===== src/rtl/tt_prog_loader.sv =====
// rtl/tt_prog_loader.sv - serial framed program loader for the core's instruction memory
//
// Purpose: receives a framed bit stream (header N, N data bytes, checksum),
// writes the data bytes sequentially into instruction memory and holds the
// core until a frame has loaded with a matching checksum.
//
// Ports:
//   clk, rst_n        system clock, asynchronous active-low reset
//   ser_cs_n          frame select (active low), asynchronous to clk
//   ser_clk           serial bit clock, data sampled on its rising edge
//   ser_data          serial data, MSB first
//   mem_we            one-cycle instruction memory write strobe
//   mem_addr          write address
//   mem_wdata         write data
//   cpu_hold          1 = core must not fetch
//   load_done         last frame loaded and checksum matched
//   load_err          last frame failed (bad length, bad checksum, aborted)
//   byte_count        data bytes written in the current/last frame
module tt_prog_loader #(
    parameter int ADDR_WIDTH = 4,
    parameter int DATA_WIDTH = 8
) (
    input  logic                  clk,
    input  logic                  rst_n,
    input  logic                  ser_cs_n,
    input  logic                  ser_clk,
    input  logic                  ser_data,
    output logic                  mem_we,
    output logic [ADDR_WIDTH-1:0] mem_addr,
    output logic [DATA_WIDTH-1:0] mem_wdata,
    output logic                  cpu_hold,
    output logic                  load_done,
    output logic                  load_err,
    output logic [ADDR_WIDTH:0]   byte_count
);

    localparam int DEPTH = 2 ** ADDR_WIDTH;
    localparam logic [ADDR_WIDTH:0]   CNT_ONE = 1;
    localparam logic [ADDR_WIDTH-1:0] IDX_ONE = 1;
    localparam logic [2:0]            BIT_LAST = 3'd7;

    typedef enum logic [2:0] {
        S_IDLE, S_HEADER, S_DATA, S_CHECK, S_DONE, S_ERROR
    } state_t;

    state_t                state_q, state_d;
    logic                  cs_s1_q, cs_s1_d, cs_s2_q, cs_s2_d, cs_prev_q, cs_prev_d;
    logic                  sclk_s1_q, sclk_s1_d, sclk_s2_q, sclk_s2_d, sclk_prev_q, sclk_prev_d;
    logic                  sdat_s1_q, sdat_s1_d, sdat_s2_q, sdat_s2_d;
    logic [DATA_WIDTH-1:0] shift_q, shift_d;
    logic [2:0]            bit_cnt_q, bit_cnt_d;
    logic [ADDR_WIDTH:0]   n_q, n_d;
    logic [ADDR_WIDTH-1:0] index_q, index_d;
    logic [ADDR_WIDTH:0]   byte_count_q, byte_count_d;
    logic [DATA_WIDTH-1:0] sum_q, sum_d;
    logic                  mem_we_q, mem_we_d;
    logic [ADDR_WIDTH-1:0] mem_addr_q, mem_addr_d;
    logic [DATA_WIDTH-1:0] mem_wdata_q, mem_wdata_d;
    logic                  cpu_hold_q, cpu_hold_d;
    logic                  load_done_q, load_done_d;
    logic                  load_err_q, load_err_d;

    logic                  sclk_rise, cs_fall, cs_rise, byte_done, in_frame;
    logic [DATA_WIDTH-1:0] rx_byte;
    logic [ADDR_WIDTH:0]   bc_inc;

    always_comb begin
        sclk_rise = sclk_s2_q & ~sclk_prev_q;
        cs_fall   = ~cs_s2_q & cs_prev_q;
        cs_rise   = cs_s2_q & ~cs_prev_q;
        // Gating with the synchronised select makes an abort win over a
        // byte completing in the same cycle.
        byte_done = ~cs_s2_q & sclk_rise & (bit_cnt_q == BIT_LAST);
        rx_byte   = {shift_q[DATA_WIDTH-2:0], sdat_s2_q};
        bc_inc    = byte_count_q + CNT_ONE;
        in_frame  = (state_q == S_HEADER) || (state_q == S_DATA) || (state_q == S_CHECK);

        cs_s1_d     = ser_cs_n;
        cs_s2_d     = cs_s1_q;
        cs_prev_d   = cs_s2_q;
        sclk_s1_d   = ser_clk;
        sclk_s2_d   = sclk_s1_q;
        sclk_prev_d = sclk_s2_q;
        sdat_s1_d   = ser_data;
        sdat_s2_d   = sdat_s1_q;

        shift_d   = shift_q;
        bit_cnt_d = bit_cnt_q;
        if (cs_s2_q) begin
            shift_d   = '0;
            bit_cnt_d = '0;
        end else if (sclk_rise) begin
            shift_d   = rx_byte;
            bit_cnt_d = bit_cnt_q + 3'd1;
        end

        state_d      = state_q;
        n_d          = n_q;
        index_d      = index_q;
        byte_count_d = byte_count_q;
        sum_d        = sum_q;
        mem_we_d     = 1'b0;
        mem_addr_d   = mem_addr_q;
        mem_wdata_d  = mem_wdata_q;

        if (cs_fall) begin
            state_d      = S_HEADER;
            index_d      = '0;
            byte_count_d = '0;
            sum_d        = '0;
        end else if (cs_rise && in_frame) begin
            state_d = S_ERROR;
        end else if (byte_done) begin
            case (state_q)
                S_HEADER: begin
                    if ((rx_byte != '0) && (int'(rx_byte) <= DEPTH)) begin
                        n_d     = rx_byte[ADDR_WIDTH:0];
                        state_d = S_DATA;
                    end else begin
                        state_d = S_ERROR;
                    end
                end
                S_DATA: begin
                    mem_we_d     = 1'b1;
                    mem_addr_d   = index_q;
                    mem_wdata_d  = rx_byte;
                    byte_count_d = bc_inc;
                    sum_d        = sum_q + rx_byte;
                    // Index stops at N-1 so the address never wraps.
                    if (bc_inc == n_q) state_d = S_CHECK;
                    else               index_d = index_q + IDX_ONE;
                end
                S_CHECK: state_d = (rx_byte == sum_q) ? S_DONE : S_ERROR;
                default: ;
            endcase
        end

        cpu_hold_d  = (state_d != S_DONE);
        load_done_d = (state_d == S_DONE);
        load_err_d  = (state_d == S_ERROR);
    end

    always_ff @(posedge clk or negedge rst_n) begin
        if (!rst_n) begin
            state_q      <= S_IDLE;
            // Select synchronisers start at the idle (deselected) level so a
            // released reset with the line idle is not seen as a frame edge.
            cs_s1_q      <= 1'b1;
            cs_s2_q      <= 1'b1;
            cs_prev_q    <= 1'b1;
            sclk_s1_q    <= 1'b0;
            sclk_s2_q    <= 1'b0;
            sclk_prev_q  <= 1'b0;
            sdat_s1_q    <= 1'b0;
            sdat_s2_q    <= 1'b0;
            shift_q      <= '0;
            bit_cnt_q    <= '0;
            n_q          <= '0;
            index_q      <= '0;
            byte_count_q <= '0;
            sum_q        <= '0;
            mem_we_q     <= 1'b0;
            mem_addr_q   <= '0;
            mem_wdata_q  <= '0;
            cpu_hold_q   <= 1'b1;
            load_done_q  <= 1'b0;
            load_err_q   <= 1'b0;
        end else begin
            state_q      <= state_d;
            cs_s1_q      <= cs_s1_d;
            cs_s2_q      <= cs_s2_d;
            cs_prev_q    <= cs_prev_d;
            sclk_s1_q    <= sclk_s1_d;
            sclk_s2_q    <= sclk_s2_d;
            sclk_prev_q  <= sclk_prev_d;
            sdat_s1_q    <= sdat_s1_d;
            sdat_s2_q    <= sdat_s2_d;
            shift_q      <= shift_d;
            bit_cnt_q    <= bit_cnt_d;
            n_q          <= n_d;
            index_q      <= index_d;
            byte_count_q <= byte_count_d;
            sum_q        <= sum_d;
            mem_we_q     <= mem_we_d;
            mem_addr_q   <= mem_addr_d;
            mem_wdata_q  <= mem_wdata_d;
            cpu_hold_q   <= cpu_hold_d;
            load_done_q  <= load_done_d;
            load_err_q   <= load_err_d;
        end
    end

    assign mem_we     = mem_we_q;
    assign mem_addr   = mem_addr_q;
    assign mem_wdata  = mem_wdata_q;
    assign cpu_hold   = cpu_hold_q;
    assign load_done  = load_done_q;
    assign load_err   = load_err_q;
    assign byte_count = byte_count_q;

endmodule

===== config.mk =====
export PLATFORM = sky130hd
export DESIGN_NAME = tt_prog_loader
export DESIGN_NICKNAME = d
export VERILOG_FILES = /design/src/rtl/tt_prog_loader.sv
export SDC_FILE = /design/constraint.sdc
export NUM_CORES = 1
export LEC_CHECK = 0
export ABC_AREA = 1
export CAP_MARGIN = 10
export CORE_MARGIN = 5
export CORE_UTILIZATION = 50
export DETAILED_ROUTE_END_ITERATION = 10
export GPL_ROUTABILITY_DRIVEN = 0
export PLACE_DENSITY_LB_ADDON = 0.15
export SYNTH_ARGS = -nofsm -noshare
export SYNTH_HDL_FRONTEND = slang
export SYNTH_SLANG_ARGS = --single-unit

===== constraint.sdc =====
create_clock -name clk -period 4.2 [get_ports clk]
set_input_delay 0.63 -clock clk [delete_from_list [all_inputs] [get_ports clk]]
set_output_delay 0.63 -clock clk [all_outputs]
set_load 0.03 [all_outputs]

# After elaboration in Yosys (flattened, before gate mapping)
# Index checks and enable logic that the tools add are counted.
[totals] regBits=59 input_bits=5 wordCells=87
[classes] add_sub_neg=4 n_lt_le_gt_ge=1 eq_ne=11 mux=28 bitwise_logic=10 reduce_logical=12
[op_table] cell="$mux 8" n=4
[op_table] cell="$mux 3" n=7
[op_table] cell="$mux 4" n=5
[op_table] cell="$mux 5" n=4
[op_table] cell="$mux 7" n=2
[op_table] cell="$eq 3x3->1 const B" n=3
[op_table] cell="$pmux 3 s3" n=1
[op_table] cell="$add 8x8->8" n=1
[op_table] cell="$eq 8x8->1" n=1
[op_table] cell="$le 8x5->1 const B" n=1
[op_table] cell="$reduce_and 4->1" n=2
[op_table] cell="$reduce_bool 8->1" n=1
[op_table] cell="$eq 3x2->1 const B" n=2
[op_table] cell="$reduce_bool 2->1" n=3
[op_table] cell="$add 5x1->5 const B" n=1
[op_table] cell="$and 1x1->1" n=5
[op_table] cell="$eq 5x5->1" n=1
[op_table] cell="$mux 1" n=5
[op_table] cell="$not 1->1" n=5
[op_table] cell="$reduce_and 5->1" n=1
[op_table] cell="$add 4x1->4 const B" n=1
[op_table] cell="$ne 2x2->1 const B" n=2
[op_table] cell="$add 3x1->3 const B" n=1
[op_table] cell="$eq 3x1->1 const B" n=1
[op_table] cell="other kinds (4)" n=6

# Depth between registers and ports, before layout
# Gate-level depths: netlist (run 1).
[depth] depth_word=8 depth_mapped=12 ltp_nobuf=12

# Least setup slack after synthesis (run 1)
# No wires, ideal clock.
[synth_timing] path_type="reg-to-reg" startpoint="register byte_count_q[0] (netlist: byte_count[0])" endpoint="register index_q[0]" setup_time_ns=0.119 arrival_ns=1.566 slack_ns=2.515 stages_incl_launch_ff=11 path_buffers=0 synth_period_minus_slack_ns=1.685 path_cell_list="dfrtp_1 ha_1 inv_1 nand2_1 nand2_1 nor2_1 nand3_1 nor2_2 nand3_1 a21oi_1 nor2_1"
[synth_via] elab_chain_cells=4
[synth_lines] item="from (decl)" line="54" rtl="logic [ADDR_WIDTH:0] byte_count_q, byte_count_d;"
[synth_lines] item="from (signal assigned)" line="182" rtl="byte_count_q <= byte_count_d;"
[synth_lines] item="$add 5x1->5" line="75" rtl="bc_inc = byte_count_q + CNT_ONE;"
[synth_lines] item="$eq 5x5->1" line="130" rtl="if (bc_inc == n_q) state_d = S_CHECK;"
[synth_lines] item="$ne 2x2->1 (no line)"
[synth_lines] item="$reduce_and 4->1 (no line)"
[synth_lines] item="to (signal assigned)" line="181" rtl="index_q <= index_d;"
[synth_lines] item="to (decl)" line="53" rtl="logic [ADDR_WIDTH-1:0] index_q, index_d;"
# Every way passes these cells.
# A chain may end at the register's enable or synchronous reset.

# Worst setup path after layout (run 1)
[layout_timing] startpoint="register cpu_hold_q (netlist: cpu_hold)" endpoint="output cpu_hold"
[layout_lines] item="from (decl)" line="59" rtl="logic cpu_hold_q, cpu_hold_d;"
[layout_lines] item="from (signal assigned)" line="187" rtl="cpu_hold_q <= cpu_hold_d;"
[layout_lines] item="to (decl)" line="31" rtl="output logic cpu_hold,"
# No word-level cell between the ends.

==> out/metrics.yaml, run 1 <==
diodes: 0
synth.most_common_cell: "nand2_1"
dp_hpwl_um: 4070
synth_mux_area_frac: 0
syn_area_mm2: 0.00289
power.density_mw_per_mm2: 340
reg2reg_depth: 10
grt_usage: 0.169
hold_buffers: 0
initial_core_util: 0.519
ys_ff_latch: 59
yosys_warnings: 0
grt_pass1_wl_um: 9860
ys.flop_type: "dfrtp_1"
cts_buffers: 9
fin_ws_ns: 2.07
drv_slew: 0
cts_resized: 0
cts_tree: "done"
synth_top_family_by_area: "simple AND/OR/NAND/NOR gates"
ff2ff_setup_slack_ns: 2.29
seq_area_frac_synth: 0.512
min_period_over_period: 0.507
skew_ns: 0.00469
path_max_fanout: 1
insertion_delay_ns: 0.33
wl_per_cell_um: 12.6
endpoint_kind: "output port"
drc: 0
die_h_um: 86.0
cts.reportedPaths.clkPinSlew_ns: 0.07
place_inst: 421
grt.busiest_layer: "met2"
synth-simple-area-share: 0.247
timing.hold.ws_ns: 0.197
report.final.setup_viol: 0
final.setup.tns_ns: 0
arrival_ns: 1.50
fmax_ghz: 0.469
worstMarginPinSlew_ns: 0.558
ys_types: 33
num_rows: 27
grt_pass1_vias: 2175
syn_area_per_cell_um2: 8.84
setup.worst_path.class: "flop to output port"
viasPerCell: 4.98
grt-ovfl-total: 0
first_pass_iters: 4
port_buffers: 25
grt.met1_usage: 0.223
path_buf_inv: 1
die_area_mm2: 0.00740
cts-root-buf: "clkbuf_8"
io_pins: 26
nNetsFinal: 377
rsz0062_at_grt: "false"
rr_endpoint: "sum_q[7]"
drt_iter0_markers: 97
synth_enable_flop_cells: 0
ys_async_sr_fraction: 1.00
yosysTopAreaCell: "dfrtp_1"
routed_wl_um: 5490
clk_path_buf_depth: 2
synth-adder-area-share: 0.0545
placeableCoreArea_mm2: 0.00557
drive_above_1_share: 0.140
critPathMaxStageDelay_ns: 0.66
synth_top_area_frac: 0.476
hold_class: "input pin to asynchronous set/reset pin"
grt_max_degree: 45
path_delay_family: "buffers and inverters"
path_cells: "clkdlybuf4s50_1"
ant_nets: 0
cp.required_ns: 3.57
area_growth_pct: 17.2
final-hold-violation-count: 0
leakage_uw: 0.00161
finalCriticalPeriod_ns: 2.13
synthXorXnorAreaFrac: 0.0121
vdd_drop_max_v: 0.000232
status: "completed"
synth_nets: 344
start_kind: "flop"
vias: 2176
dieWidth_um: 86.0
reg2reg_from: "bit_cnt_q[0]"
postSynthCellCount: 327
use_met3: 0.0432
h-tree-depth: 3
clkSinkCount: 59
antenna_found_initial: 0
layoutNonFillerInstCount: 437
maxCapViolCount: 0
relSlewSlack: 0.628
synth_compound_area_frac: 0.110
netlist_top_cells_count: "nand2_1, dfrtp_1, inv_1, nand3_1, nor2_1"
gr-usage-met2: 0.262
netlist_top_cells_area: "dfrtp_1, nand2_1, ha_1, nand3_1, inv_1"
place_ws_ns: 2.30
postCtsSetupBuffers: 0
cpMaxStageDelayCell: "clkdlybuf4s50_1"
## cells by family after synthesis
family                   count (synthesis)
AO/OA/AOI/OAI                           49
XOR/XNOR                                 4
adder cells (fa/ha/maj)                 12
buffers and inverters                   42
flip-flops                              59
AND/OR/NAND/NOR                        161
## worst max path at each step
stage | from | endpoint | slack, ns | cells past startpoint
2_1_floorplan | byte_count[0] | index_q[0] | 2.51 | 10
3_3_place_gp | bit_cnt_q[0] | sum_q[7] | 2.35 | 10
3_5_place_dp | bit_cnt_q[0] | sum_q[7] | 2.30 | 10
4_1_cts | cpu_hold | cpu_hold | 2.05 | 1
5_1_grt | byte_count[2] | byte_count[2] | 2.01 | 1
6_report | cpu_hold | cpu_hold | 2.07 | 1
## power by group
group	switching (uW)	internal (uW)
sequential	5.50	578
clock	220	287
combinational	43.2	17.8
total	268	883
## stage by stage
| step | utilization | total power, uW | instance area [um2] |
|---|---|---|---|
| finish | 0.608 | 1150 | 3390 |
| global route | 0.608 | 1200 | 3390 |
| CTS | 0.608 | 1160 | 3390 |
| detailed placement | 0.573 | 656 | 3200 |
| global placement | 0.573 | 655 | 3200 |
| floorplan | - | 629 | 2890 |
## layout make-up
| class | instances | area (um2) |
|---|---|---|
| Clock inverter | 5 | 52.6 |
| Clock buffer | 11 | 141 |
| Tap cell | 72 | 90.1 |
| Fill cell | 489 | 2180 |
| Multi-Input combinational cell | 226 | 1230 |
| Inverter | 38 | 145 |
| Timing Repair Buffer | 26 | 253 |
| Sequential cell | 59 | 1480 |
## worst reg2reg max path, stage by stage (launching register included)
cell	delay [ns]
dfrtp_1	0.39
ha_1	0.20
ha_1	0.18
nand2_2	0.12
nor2_4	0.07
inv_4	0.09
nor2_8	0.06
inv_2	0.43
a21oi_1	0.09
o21ai_1	0.11
nand2_1	0.06
## per-layer routing
layer / routed length (um) / vias to the layer above
li1: - / 1139
met1: 2750 / 999
met2: 2430 / 29
met3: 193 / 9
met4: 119 / 0
met5: 0 / -
## cell usage in the layout, fill, tap and decap left out, drive strengths merged
master | netlist | layout
a21oi | 9 | 9
a22o | 1 | 1
a31oi | 1 | 1
and2 | 1 | 1
buf | 4 | 2
bufinv | 0 | 1
clkbuf | 0 | 11
clkdlybuf4s50 | 0 | 24
clkinv | 1 | 4
clkinvlp | 0 | 1
dfrtp | 55 | 55
dfstp | 4 | 4
fa | 1 | 1
ha | 11 | 11
inv | 37 | 37
nand2 | 95 | 95
nand2b | 1 | 1
nand3 | 26 | 26
nand3b | 1 | 1
nand4 | 7 | 7
nor2 | 28 | 28
nor3 | 2 | 2
o21ai | 29 | 29
o22ai | 9 | 9
xnor2 | 3 | 3
xor2 | 1 | 1
## sequential cells by signal, indices dropped and copies added, names as in the netlist, 3 cells and up
| name | count |
|---|---|
| mem_wdata | 8 |
| sum_q | 8 |
| shift_q | 7 |
| byte_count | 5 |
| n_q | 5 |
| index_q | 4 |
| mem_addr | 4 |
| bit_cnt_q | 3 |
| state_q | 3 |
No activity file was read; power rests on OpenSTA's default activity.
==> run 2: changes to the inputs <==
==> constraint.sdc (replaced) <==
create_clock -name clk -period 2 [get_ports clk]
set_input_delay 0.3 -clock clk [delete_from_list [all_inputs] [get_ports clk]]
set_output_delay 0.3 -clock clk [all_outputs]
set_load 0.03 [all_outputs]
==> out/metrics.yaml, run 2 (synthesis results as in run 1) <==
num_rows: 27  # unchanged
final-hold-violation-count: 0  # unchanged
arrival_ns: 2.05  # was 1.50 ns
hold_class: "flop to flop"  # was input pin to asynchronous set/reset pin
path_max_fanout: 13  # was 1
path_cells: "ha_1 > ha_1 > nand2_2 > nor2_4 > inv_4 > nor2_8 > inv_2 > buf_4 > nand2_1 > o21ai_2"  # was clkdlybuf4s50_1
clk_path_buf_depth: 2  # unchanged
grt_pass1_vias: 2114  # was 2,175
drv_slew: 0  # unchanged
min_period_over_period: 0.913
cts_buffers: 9  # unchanged
cts-root-buf: "clkbuf_8"  # unchanged
path_delay_family: "simple AND/OR/NAND/NOR gates"  # was buffers and inverters
grt-ovfl-total: 0  # unchanged
critPathMaxStageDelay_ns: 0.37  # was 0.66 ns
switching_share: 0.236  # was 0.233
report.final.setup_viol: 0  # unchanged
power_switching_uw: 548  # was 268 uW
worstMarginPinSlew_ns: 0.327  # was 0.558 ns
comb_power_share: 0.057  # was 0.053
critPathMostFrequentCell: "ha_1"
area_growth_pct: 18.1  # was 17.2%
ant_nets: 0  # unchanged
cts_resized: 0  # unchanged
dieWidth_um: 86.0  # unchanged
port_buffers: 25  # unchanged
cts_tree: "done"  # unchanged
path_buf_inv: 3  # was 1
postCtsSetupBuffers: 0  # unchanged
grt_usage: 0.169  # about the same
power.density_mw_per_mm2: 679  # was 340 mW/mm2
multi_input_area_mm2: 0.00123  # unchanged
status: "completed"  # unchanged
hp-start: "sclk_s1_q"
grt_pass1_wl_um: 9700  # was 9860 um
fmax_ghz: 0.548
power_frac_seq: 0.528  # was 0.507
placeableCoreArea_mm2: 0.00557  # unchanged
setup.worst_path.class: "flop to flop"  # was flop to output port
viasPerCell: 5.05  # was 4.98
relSlewSlack: 0.781  # was 0.628
start_kind: "flop"  # unchanged
mostFrequentLayoutCell: "nand2_1"  # unchanged
clkPwrFrac: 0.415  # was 0.440
reg2reg_from: "bit_cnt_q[0]"  # unchanged
drc: 0  # unchanged
initial_core_util: 0.519  # unchanged
cts.reportedPaths.clkPinSlew_ns: 0.06  # was 0.07 ns
cp.required_ns: 2.22  # was 3.57 ns
die_area_mm2: 0.00740  # unchanged
finalCriticalPeriod_ns: 1.83
drt_iter0_markers: 150  # was 97
cpMaxStageDelayCell: "dfrtp_1"  # was clkdlybuf4s50_1
critPathLaunch: "bit_cnt_q[0]"  # was cpu_hold
die_h_um: 86.0  # unchanged
maxCapViolCount: 0  # unchanged
io_pins: 26  # unchanged
leakage_uw: 0.00162  # was 0.00161 uW
vias: 2228  # was 2,176
clkSinkCount: 59  # unchanged
grt_max_degree: 60  # was 45
drive_above_1_share: 0.141  # was 0.140
insertion_delay_ns: 0.34  # was 0.33 ns
rsz0062_at_grt: "false"  # unchanged
first_pass_iters: 4  # unchanged
h-tree-depth: 3  # unchanged
place_ws_ns: 0.179  # was 2.30 ns
final_cell_mix: "nand2_1, dfrtp_1, inv_1"  # unchanged
antenna_found_initial: 0  # unchanged
skew_ns: 0.00828  # was 0.00469 ns
internal_power_uw: 1770  # was 883 uW
wl_per_cell_um: 12.6  # about the same
diodes: 0  # unchanged
nFillCells: 499  # was 489
final.setup.tns_ns: 0  # unchanged
fin_ws_ns: 0.174  # was 2.07 ns
nNetsFinal: 381  # was 377
routed_wl_um: 5540  # was 5490 um
regArea_mm2: 0.00148  # unchanged
endpoint_kind: "flop"  # was output port
dp_hpwl_um: 4000  # was 4070 um
vdd_drop_max_v: 0.000496  # was 0.000232 V
ff2ff_setup_slack_ns: 0.17  # was 2.29 ns
-- run 2: cell types whose count changed in the layout (fill, tap and decap cells not counted), sizes merged --
cell and change:
clkinv -2, dlygate4sd3 +1, clkbuf +3, buf +3
bufinv -1
-- run 2: metrics by stage --
stage	cells	hold slack [ns]	instance area, um2	utilization	total power [uW]
floorplan	327	0.00441	2890	-	1320
global placement	424	0.329	3230	0.580	1380
detailed placement	424	0.332	3230	0.580	1380
CTS	441	0.354	3420	0.613	2350
global route	441	0.358	3420	0.613	2430
finish	441	0.352	3420	0.613	2320
-- run 2: final timing paths --
check	cells past startpoint	endpoint
worst max-delay path	10	mem_wdata[4]
worst min-delay path	0	sclk_prev_d
worst max register to register	10	mem_wdata[4]
worst min register to register	0	sclk_prev_d
max in group asynchronous	3	cs_prev_q
min in group asynchronous	3	mem_we
-- run 2: layout make-up --
class | count | area share
flip-flops and latches | 59 | 0.434
multi-input cells | 226 | 0.359
repair buffers | 30 | 0.0872
clock buffers | 14 | 0.0476
clock inverters | 2 | 0.00366
well taps | 72 | 0.0264
inverters | 38 | 0.0425
-- run 2: repair_timing --
| item | 4_1_cts | 5_1_grt |
|---|---|---|
| endpoints found under the setup margin | 0 | 0 |
| endpoints found under the hold margin | 55 | 0 |
| hold buffers | 1 | 0 |
-- run 2: power groups by stage --
| stage | Clock (uW) | Combinational (uW) | Sequential [uW] |
|---|---|---|---|
| 6_report | 963 | 132 | 1230 |
| 5_1_grt | 1050 | 151 | 1230 |
| 4_1_cts | 985 | 134 | 1230 |
| 3_5_place_dp | 0 | 133 | 1250 |
| 3_3_place_gp | 0 | 132 | 1250 |
| 2_1_floorplan | 0 | 68.2 | 1250 |
-- run 2: worst reg2reg max path, delay by kind of cell, from the launching register on --
kind                       cells  cell delay, ns
AOI/OAI and AO/OA              1            0.05
adders and majority gates      2            0.30
buffers and inverters          3            0.45
DFF                            1            0.37
and+or+nand+nor                4            0.55
-- run 2: layer usage --
layer / up-vias / part of all wire / GRT usage
li1: 1144 / - / -
met1: 1022 / 0.50 / 0.232
met2: 49 / 0.43 / 0.251
met3: 13 / 0.044 / 0.0403
met4: 0 / 0.023 / 0.0820
met5: - / 0 / 0
==> run 3: changes to the inputs <==
--- a/config.mk
+++ b/config.mk
@@ -12,6 +12,7 @@
 export DETAILED_ROUTE_END_ITERATION = 10
 export GPL_ROUTABILITY_DRIVEN = 0
 export PLACE_DENSITY_LB_ADDON = 0.15
+export SLEW_MARGIN = 20
 export SYNTH_ARGS = -nofsm -noshare
 export SYNTH_HDL_FRONTEND = slang
 export SYNTH_SLANG_ARGS = --single-unit
==> results of run 3 <==
Final layout, timing and power as in run 2 (identical DEF).
